<file path="src/rtl/intra_pred_sched.sv">
// intra_pred_sched
// ----------------
// Per-macroblock scheduler for the shared 16x16 intra predictor (DC/TM/V/H).
// On an accepted MB request it latches the MB coordinates and the set of
// prediction modes legal at that position. It then runs the predictor once
// per legal mode, in the order DC, TM, V, H. Each completed prediction is
// offered downstream, and a one-cycle end-of-MB report closes the MB.
//
// Ports
//   clk, rst_n              clock, asynchronous active-low reset
//   mb_start, mb_ready      MB request; accepted when both are high (IDLE only)
//   mb_x, mb_y              MB column / row, sampled at accept
//   pred_start              one-cycle launch pulse to the predictor
//   pred_mode               mode being launched (0 DC, 1 TM, 2 V, 3 H)
//   pred_x, pred_y          latched MB coordinates
//   pred_done               predictor completion level; its rising edge counts
//   res_valid, res_mode     prediction result offered downstream
//   res_ready               downstream acceptance
//   mb_done                 one-cycle end-of-MB pulse
//   mb_err                  with mb_done: 1 = MB aborted by predictor timeout
//   mb_mode_cnt             with mb_done: results accepted for this MB (0..4)
//   busy                    high whenever the scheduler is not idle
//
// Result handshake: res_valid rises only in OUT. res_valid and res_mode stay
// stable until res_ready is high on a rising clock edge. That edge completes
// the transfer, and res_valid drops on the next cycle. res_ready has no effect
// while res_valid is low.
//
// Every output comes from a register or is decoded from the state register.
// No input has a combinational path to an output.

module intra_pred_sched #(
   parameter int         BLOCK_NUM   = 10,
   parameter logic [3:0] MODE_EN     = 4'b1111,
   parameter int         TIMEOUT_CYC = 64
) (
   input  logic                 clk,
   input  logic                 rst_n,
   input  logic                 mb_start,
   output logic                 mb_ready,
   input  logic [BLOCK_NUM-1:0] mb_x,
   input  logic [BLOCK_NUM-1:0] mb_y,
   output logic                 pred_start,
   output logic [1:0]           pred_mode,
   output logic [BLOCK_NUM-1:0] pred_x,
   output logic [BLOCK_NUM-1:0] pred_y,
   input  logic                 pred_done,
   output logic                 res_valid,
   output logic [1:0]           res_mode,
   input  logic                 res_ready,
   output logic                 mb_done,
   output logic                 mb_err,
   output logic [2:0]           mb_mode_cnt,
   output logic                 busy
);

   localparam int            TW     = (TIMEOUT_CYC > 2) ? $clog2(TIMEOUT_CYC) : 1;
   localparam logic [TW-1:0] T_LAST = TW'(TIMEOUT_CYC - 1);

   typedef enum logic [2:0] {
      ST_IDLE   = 3'd0,
      ST_LAUNCH = 3'd1,
      ST_WAIT   = 3'd2,
      ST_OUT    = 3'd3,
      ST_FINISH = 3'd4
   } state_e;

   state_e                state_q, state_d;
   logic [BLOCK_NUM-1:0]  x_q, x_d;
   logic [BLOCK_NUM-1:0]  y_q, y_d;
   logic [3:0]            mask_q, mask_d;
   logic [1:0]            mode_q, mode_d;
   logic [1:0]            res_mode_q, res_mode_d;
   logic [TW-1:0]         tcnt_q, tcnt_d;
   logic [2:0]            cnt_q, cnt_d;
   logic                  err_q, err_d;
   logic                  pred_done_d_q;

   logic [3:0]            acc_mask;
   logic                  done_edge;
   logic [2:0]            first_pick;
   logic [2:0]            next_pick;

   // Returns {found, mode}: the lowest set mask bit at index >= lo.
   function automatic logic [2:0] pick_mode(input logic [3:0] mask, input int lo);
      logic [2:0] r;
      r = 3'b000;
      for (int i = 3; i >= 0; i--) begin
         if (i >= lo && mask[i]) r = {1'b1, 2'(i)};
      end
      return r;
   endfunction

   // Legal modes at the requested position. Modes that need a left or an
   // upper neighbour are dropped on the picture edges.
   always_comb begin
      acc_mask[0] = MODE_EN[0];
      acc_mask[1] = MODE_EN[1] & (mb_x != '0) & (mb_y != '0);
      acc_mask[2] = MODE_EN[2] & (mb_y != '0);
      acc_mask[3] = MODE_EN[3] & (mb_x != '0);
   end

   // A level that was already high before this cycle is not a completion.
   assign done_edge  = pred_done & ~pred_done_d_q;
   assign first_pick = pick_mode(acc_mask, 0);
   assign next_pick  = pick_mode(mask_q, int'(mode_q) + 1);

   always_comb begin
      state_d    = state_q;
      x_d        = x_q;
      y_d        = y_q;
      mask_d     = mask_q;
      mode_d     = mode_q;
      res_mode_d = res_mode_q;
      tcnt_d     = tcnt_q;
      cnt_d      = cnt_q;
      err_d      = err_q;
      case (state_q)
         ST_IDLE: begin
            if (mb_start) begin
               x_d    = mb_x;
               y_d    = mb_y;
               mask_d = acc_mask;
               cnt_d  = 3'd0;
               err_d  = 1'b0;
               if (first_pick[2]) begin
                  mode_d  = first_pick[1:0];
                  state_d = ST_LAUNCH;
               end else begin
                  state_d = ST_FINISH;
               end
            end
         end
         ST_LAUNCH: begin
            tcnt_d  = '0;
            state_d = ST_WAIT;
         end
         ST_WAIT: begin
            // A completion in the cycle the timeout expires still counts.
            if (done_edge) begin
               res_mode_d = mode_q;
               state_d    = ST_OUT;
            end else if (tcnt_q == T_LAST) begin
               err_d   = 1'b1;
               state_d = ST_FINISH;
            end else begin
               tcnt_d = tcnt_q + TW'(1);
            end
         end
         ST_OUT: begin
            if (res_ready) begin
               cnt_d = cnt_q + 3'd1;
               if (next_pick[2]) begin
                  mode_d  = next_pick[1:0];
                  state_d = ST_LAUNCH;
               end else begin
                  state_d = ST_FINISH;
               end
            end
         end
         ST_FINISH: begin
            state_d = ST_IDLE;
         end
         default: begin
            state_d = ST_IDLE;
         end
      endcase
   end

   always_ff @(posedge clk or negedge rst_n) begin
      if (!rst_n) begin
         state_q       <= ST_IDLE;
         x_q           <= '0;
         y_q           <= '0;
         mask_q        <= '0;
         mode_q        <= '0;
         res_mode_q    <= '0;
         tcnt_q        <= '0;
         cnt_q         <= '0;
         err_q         <= 1'b0;
         pred_done_d_q <= 1'b0;
      end else begin
         state_q       <= state_d;
         x_q           <= x_d;
         y_q           <= y_d;
         mask_q        <= mask_d;
         mode_q        <= mode_d;
         res_mode_q    <= res_mode_d;
         tcnt_q        <= tcnt_d;
         cnt_q         <= cnt_d;
         err_q         <= err_d;
         pred_done_d_q <= pred_done;
      end
   end

   assign mb_ready    = (state_q == ST_IDLE);
   assign busy        = (state_q != ST_IDLE);
   assign pred_start  = (state_q == ST_LAUNCH);
   assign res_valid   = (state_q == ST_OUT);
   assign mb_done     = (state_q == ST_FINISH);
   assign pred_mode   = mode_q;
   assign pred_x      = x_q;
   assign pred_y      = y_q;
   assign res_mode    = res_mode_q;
   assign mb_err      = err_q;
   assign mb_mode_cnt = cnt_q;

endmodule

</file>
<file path="config.mk">
export PLATFORM = sky130hd
export DESIGN_NAME = intra_pred_sched
export DESIGN_NICKNAME = d
export VERILOG_FILES = /design/src/rtl/intra_pred_sched.sv
export SDC_FILE = /design/constraint.sdc
export NUM_CORES = 1
export LEC_CHECK = 0
export ABC_AREA = 1
export BUFFER_PORTS_ARGS = -buffer_cell sky130_fd_sc_hd__buf_4
export CAP_MARGIN = 20
export CORE_MARGIN = 1.5
export CORE_UTILIZATION = 45
export CTS_CLUSTER_SIZE = 40
export DETAILED_ROUTE_END_ITERATION = 7
export PLACE_DENSITY = 0.73
export SETUP_SLACK_MARGIN = 0.1
export SLEW_MARGIN = 20
export SYNTH_ARGS = -nofsm -noshare
export SYNTH_HDL_FRONTEND = slang
export SYNTH_SLANG_ARGS = --single-unit
</file>
<file path="constraint.sdc">
create_clock -name clk -period 1.9 [get_ports clk]
set_input_delay 0.285 -clock clk [delete_from_list [all_inputs] [get_ports clk]]
set_output_delay 0.285 -clock clk [all_outputs]
set_load 0.01 [all_outputs]
</file>
==> flow_summary.json, run 1 <==
{
  "coreArea_sq_um": 4320,
  "synth_nets": 270,
  "leakage_nw": 1.44,
  "rsz0062_at_grt": "false",
  "die_y_um": 69.6,
  "cts_tree": "done",
  "tightest_slew_ns": 0.510,
  "slew_headroom": 0.660,
  "clk_pin_slew_ns": 0.08,
  "finalSetupViolations": 0,
  "fp.dieW_um": 69.6,
  "yosys_warnings": 0,
  "fin_setup_tns_ns": 0,
  "vias": 1724,
  "synthDistinctLibCells": 22,
  "ir_drop_mv": 0.699,
  "arrival_ns": 1.74,
  "grt_pass1_vias": 1657,
  "insertion_delay_ns": 0.29,
  "outcome": "finished clean",
  "first_iter_violations": 41,
  "portBuffers": 57,
  "hold_violations": 0,
  "wirelength_mm": 4.11,
  "drv_slew": 0,
  "dp_hpwl_mm": 3.09,
  "fmax_mhz": 645,
  "yosys.area.top_type": "dfrtp_1",
  "hp-class": "primary input to register",
  "layout-drive-gt1-share": 0.269,
  "hold_depth": 1,
  "ant_nets": 0,
  "cts_sinks": 41,
  "fin_crit_sh": 0.816,
  "min_period_ns": 1.55,
  "ys_seq_area_frac": 0.514,
  "synthTopCellsByArea": "dfrtp_1 (51%), nand2_1 (17%), inv_1 (5.1%), nand3_1 (4.3%), o21ai_0 (2.3%)",
  "grt_pass1_wl_mm": 7.20,
  "post_dp_cell_area_sq_um": 2450,
  "wl_met3_um": 181,
  "antenna_cells": 0,
  "reg2regPathDepth": 8,
  "cp.required_ns": 2.09,
  "combPwrFrac": 0.456,
  "grt_overflow": 0,
  "syn_to_final_growth_pct": 29.2,
  "viasPerCell": 4.83,
  "numCtsBuffers": 5,
  "root_buffer": "clkbuf_8",
  "intPower_mw": 2.43,
  "fin_skew_ns": 0.00773,
  "detail_route.wl_per_cell_um": 11.5,
  "crit_path_end_kind": "register",
  "path_class": "register to register",
  "path_max_fanout": 10,
  "grtUsageTotal": 0.185,
  "fillers": 412,
  "synth_area_per_cell_sq_um": 8.21,
  "yosysTopAreaCellShare": 0.514,
  "power.switching_mw": 1.60,
  "crit_path_start_kind": "register",
  "wirelength_met1_mm": 1.89,
  "initial_utilization": 0.462,
  "cts_max_level": 2,
  "synth_area_sq_um": 2000,
  "wl_met2_mm": 2.00,
  "ioPinCount": 58,
  "top_layer": "met4",
  "clkPwrFrac": 0.179,
  "power_density_nw_per_um2": 1560,
  "grt_max_degree": 42,
  "synthCells": 243,
  "firstDrtPassIters": 4,
  "antenna_found_initial": 0,
  "drcViolationCount": 0,
  "cts_buffer_depth": 2,
  "seq_power_share": 0.365,
  "die_area_sq_um": 4840,
  "std_cell_rows": 24,
  "cap_viol_max_count": 0,
  "final_area_sq_um": 2580,
  "nets": 331,
  "ys_seq_elements": 41,
  "gp_congestion": 0.797,
  "switching_share": 0.397
}
-- cells in the final DEF (no fill, tap or decap), drive strengths merged --
cell / synthesis / layout
bufinv: 0 / 1
o22ai: 1 / 1
nor3: 6 / 6
o21ai: 21 / 21
buf: 4 / 58
nor2: 11 / 11
a21oi: 3 / 3
dlygate4sd3: 0 / 1
xor2: 3 / 3
clkbuf: 1 / 7
nand2: 97 / 97
ha: 2 / 2
dfrtp: 41 / 41
nand4: 3 / 3
inv: 32 / 32
nand3: 18 / 18
-- worst max-delay path: stages, from the launching register on --
cell and delay, ns:
dfrtp_1 0.45, ha_1 0.22, nand3_1 0.12, nor2_1 0.20, nand2_1 0.15, nand3_4 0.13
inv_1 0.07, nand2_1 0.06, nand2_1 0.05
-- area by class of cell --
type                       count  area, sq um  area share
clock buffer                   7         86.3      0.0335
tap                           52         65.1      0.0252
multi-input combinational    165          797       0.309
timing repair buffer          59          445       0.173
clock inverter                 1         30.0      0.0117
sequential                    41         1030       0.398
inverter                      32          128      0.0495
-- what timing repair did --
action | CTS | global route
endpoints found under the setup margin | 0 | 4
endpoints found under the hold margin | 41 | 0
hold buffers | 1 | 0
setup buffers | 0 | 0
resized for setup | 0 | 1
-- Yosys cell counts --
cell / count
o22ai_1: 1
nand4_1: 3
ha_1: 2
dfrtp_1: 41
a21oi_1: 3
nand2_4: 3
nor2_4: 2
nand3_4: 1
inv_1: 27
clkbuf_2: 1
xor2_1: 3
o21ai_0: 9
nor2_1: 9
o21ai_2: 4
o21ai_1: 8
buf_6: 4
nand2_1: 92
nand2_2: 2
inv_2: 2
inv_4: 3
nor3_1: 6
nand3_1: 17
-- per-layer routing --
metal / global-route usage / vias up
met4: 0.0523 / 0
li1: - / 883
met3: 0.0451 / 5
met5: 0 / -
met2: 0.315 / 45
met1: 0.235 / 791
-- power by group through the flow --
stage | logic (mW) | registers, mW | clock network, mW
floorplan | 1.07 | 1.55 | 0
global placement | 1.80 | 1.48 | 0
detailed placement | 1.85 | 1.47 | 0
CTS | 1.85 | 1.47 | 0.740
global route | 2.07 | 1.51 | 0.774
finish | 1.83 | 1.47 | 0.721
-- metrics by stage --
stage / power (mW) / util / std cells / hold slack, ns / setup WS, ns
after global placement: 3.28 / 0.566 / 348 / 0.299 / 0.292
after detailed placement: 3.32 / 0.566 / 348 / 0.299 / 0.233
after CTS: 4.06 / 0.595 / 357 / 0.0945 / 0.213
after floorplan: 2.62 / - / 243 / -0.0106 / 0.573
final: 4.02 / 0.596 / 357 / 0.103 / 0.350
after global routing: 4.35 / 0.596 / 357 / 0.0917 / 0.188
-- sequential cells by signal, indices dropped and copies added, names as in the netlist --
signal / cells
mb_mode_cnt: 3
mb_err: 1
pred_x: 10
pred_done_d_q: 1
pred_y: 10
res_mode: 2
tcnt_q: 6
mask_q: 3
pred_mode: 2
state_q: 3
-- final timing paths --
kind	from	to	slack [ns]
hold / removal	pred_done	pred_done_d_q	0.10
min in group asynchronous	rst_n	mb_mode_cnt[2]	0.51
setup / recovery	tcnt_q[0]	tcnt_q[3]	0.35
max in group asynchronous	rst_n	pred_x[2]	1.04
hold reg to reg	res_mode[0]	res_mode[0]	0.48
setup reg to reg	tcnt_q[0]	tcnt_q[3]	0.35
-- logic make-up (layout without fill, tap and decap cells) --
kind of cell | after synthesis | after routing | synth area share
flops | 41 | 41 | 0.514
buf+inv | 37 | 99 | 0.0890
compound gates | 25 | 25 | 0.0708
fa+ha+maj | 2 | 2 | 0.0125
simple gates | 135 | 135 | 0.300
xor+xnor | 3 | 3 | 0.0132
(Power assumes the default switching activity.)
==> run 2, diff against run 1 <==
--- a/config.mk
+++ b/config.mk
@@ -5,7 +5,7 @@
 export SDC_FILE = /design/constraint.sdc
 export NUM_CORES = 1
 export LEC_CHECK = 0
-export ABC_AREA = 1
+export ABC_AREA = 0
 export BUFFER_PORTS_ARGS = -buffer_cell sky130_fd_sc_hd__buf_4
 export CAP_MARGIN = 20
 export CORE_MARGIN = 1.5
==> constraint.sdc (replaced) <==
create_clock -name clk -period 1.6 [get_ports clk]
set_input_delay 0.24 -clock clk [delete_from_list [all_inputs] [get_ports clk]]
set_output_delay 0.24 -clock clk [all_outputs]
set_load 0.01 [all_outputs]
==> flow_summary.json, run 2 <==
{
  "outcome": "complete, but fails checks",
  "violations": "negative setup slack",
  "synthCells": 172,
  "fin_crit_sh": 1.01,
  "cts_sinks": 41,
  "antenna_found_initial": 0,
  "cts_max_level": 2,
  "ir_drop_mv": 0.804,
  "worstReg2RegStart": "state_q[0]",
  "grtUsageTotal": 0.197,
  "detail_route.wl_per_cell_um": 15.1,
  "stdcell_count": 296,
  "fmax_mhz": 617,
  "grt.met2_usage": 0.297,
  "total_power_mw": 5.47,
  "fillers": 322,
  "synth_common_cells": "dfrtp_1 (41), mux2_2 (21), nand2_1 (14)",
  "insertion_delay_ns": 0.30,
  "min_period_ns": 1.62,
  "die_area_sq_um": 4740,
  "reg2regPathDepth": 5,
  "rsz0062_at_grt": "true",
  "numCtsBuffers": 5,
  "critPathSlowestCell": "dfrtp_1",
  "arrival_ns": 1.82,
  "synth_compound_area_frac": 0.117,
  "crit_path_end_kind": "register",
  "syn_to_final_growth_pct": 41.0,
  "synth-xor-area-share": 0.00448,
  "drcViolationCount": 0,
  "drv_slew": 0,
  "grt_pass1_wl_mm": 6.78,
  "hold_depth": 1,
  "layout-drive-gt1-share": 0.492,
  "path_class": "register to register",
  "grtUsageMet1": 0.270,
  "ys_seq_elements": 41,
  "die_y_um": 68.9,
  "hold_start": "pred_done",
  "ant_nets": 0,
  "pre_cts_slack_ns": -0.0123,
  "clk_pin_slew_ns": 0.09,
  "ioPinCount": 58,
  "cp_top_family": "simple AND/OR/NAND/NOR gates",
  "max_stage_delay_ns": 0.40,
  "std_cell_rows": 23,
  "cts_tree": "done",
  "wirelength_mm": 4.46,
  "path_cells": "or3_4 > inv_4 > and2_4 > buf_12 > mux2_2",
  "multiInputGateArea_sq_um": 903,
  "cap_viol_max_count": 0,
  "synthTopCellsByArea": "dfrtp_1 (53%), mux2_2 (12%), nand2_1 (2.7%), mux2_4 (2.3%), nor2_1 (2.1%)",
  "hold-path-endpoint": "pred_done_d_q",
  "final_common_cell": "buf_4",
  "root_buffer": "clkbuf_8",
  "hp-class": "primary input to register",
  "synth_edf_count": 0,
  "dp_cells": 282,
  "first_iter_violations": 82,
  "hold_ws_ns": 0.0632,
  "fin_setup_tns_ns": -0.135,
  "slew_headroom": 0.657,
  "synth_nets": 199,
  "grt_overflow": 0,
  "portBuffers": 57,
  "regArea_sq_um": 1030,
  "tightest_slew_ns": 0.515,
  "final_cell_mix": "buf_4 (65), dfrtp_1 (41), mux2_2 (14), nand2_1 (12), mux2_4 (10)",
  "yosysMostFrequentCell": "dfrtp_1",
  "busiest_layer": "met2",
  "ys_seq_area_frac": 0.525,
  "grt_max_degree": 42,
  "vias": 1548,
  "fp.dieW_um": 68.9,
  "coreArea_sq_um": 4090,
  "power_density_nw_per_um2": 1990,
  "synthMuxAreaShare": 0.144,
  "path_buf_inv": 2,
  "yosysTopAreaCellShare": 0.525,
  "synthDistinctLibCells": 43,
  "viasPerCell": 5.23,
  "finalSetupViolations": 13,
  "grt.met3_usage": 0.0357,
  "synth_top_family_by_area": "simple AND/OR/NAND/NOR gates",
  "leakage_nw": 1.29,
  "grt_pass1_vias": 1412,
  "crit_path_start_kind": "register",
  "fin_skew_ns": 0.00962,
  "hold_violations": 0,
  "synth_area_per_cell_sq_um": 11.4,
  "antenna_cells": 0,
  "r2r_setup_slack_ns": -0.02,
  "worst_slack_ns": -0.0219,
  "path_max_fanout": 14,
  "synthAdderAreaFrac": 0.0128,
  "async_reset_ff_frac": 1.00,
  "yosys.area_share.simple": 0.144,
  "cts_buffer_depth": 2,
  "yosys.area.top_type": "dfrtp_1",
  "yosys_warnings": 0,
  "gp_congestion": 0.803,
  "firstDrtPassIters": 4,
  "rr_endpoint": "pred_y[1]",
  "initial_utilization": 0.478,
  "cp.required_ns": 1.79,
  "synth_area_sq_um": 1950,
  "nets": 272,
  "synth-main-ff-cell": "dfrtp_1",
  "dp_hpwl_mm": 3.03
}
## run 2: cell count changes in the layout (fill, tap and decap cells not counted), moves of 5 or more
cell | before | now
inv_1 | 27 | 6
a21oi_1 | 3 | 8
buf_4 | 58 | 65
o21ai_1 | 8 | 0
buf_6 | 0 | 5
nor4_1 | 0 | 5
mux2_2 | 0 | 14
mux2_4 | 0 | 10
nand3_1 | 17 | 5
nand2_1 | 92 | 12
## run 2: cells by family (layout without fill, tap and decap cells)
kind of cell | Yosys count | in the layout
flops | 41 | 41
compound gates | 34 | 34
xor+xnor | 1 | 1
fa+ha+maj | 2 | 2
buf+inv | 16 | 90
mux | 24 | 24
simple gates | 54 | 54
## run 2: final cells by class
| cell class | instances | share of cell area |
|---|---|---|
| clock buffer | 5 | 0.0250 |
| clock inverter | 3 | 0.0168 |
| inverter | 8 | 0.0118 |
| multi-input combinational | 115 | 0.328 |
| sequential | 41 | 0.373 |
| tap | 50 | 0.0227 |
| timing repair buffer | 74 | 0.223 |
## run 2: repair_timing
action | CTS | global route
gates resized for setup | 13 | 12
hold buffers | 1 | 0
hold endpoints to repair | 41 | 0
buffers inserted | 1 | 4
setup endpoints to repair | 30 | 40
pin swaps | 0 | 5
gates cloned | 0 | 0
## run 2: worst register-to-register path: stages, from the launching register on
cell and delay, ns:
dfrtp_1 0.40, or3_4 0.40, inv_4 0.06, and2_4 0.17
buf_12 0.14, mux2_2 0.34
## run 2: worst max path at each step
stage	endpoint	depth (start not counted)	slack, ns	start
4_1_cts	pred_y[1]	5	-0.01	state_q[2]
3_5_place_dp	pred_y[1]	5	-0.01	state_q[2]
2_1_floorplan	pred_x[4]	7	-0.10	state_q[1]
3_3_place_gp	pred_x[3]	5	0.03	state_q[2]
6_report	pred_y[1]	5	-0.02	state_q[0]
5_1_grt	pred_y[6]	5	-0.05	state_q[0]
## run 2: metrics by stage
step,util,area [sq um]
3_3_place_gp,0.607,2480
5_1_grt,0.674,2750
6_report,0.674,2750
2_1_floorplan,-,1960
4_1_cts,0.651,2660
3_5_place_dp,0.607,2480
## run 2: power by group
group	leakage, nW	internal [mW]	switching [mW]
clock	0.0543	0.467	0.381
sequential	0.507	1.47	0.303
combinational	0.727	1.62	1.22
total	1.29	3.56	1.91
## run 2: routing by layer
metal,vias to the layer above,part of all wire
met1,744,0.45
met5,-,0
met3,9,0.028
li1,767,-
met4,0,0.024
met2,28,0.50
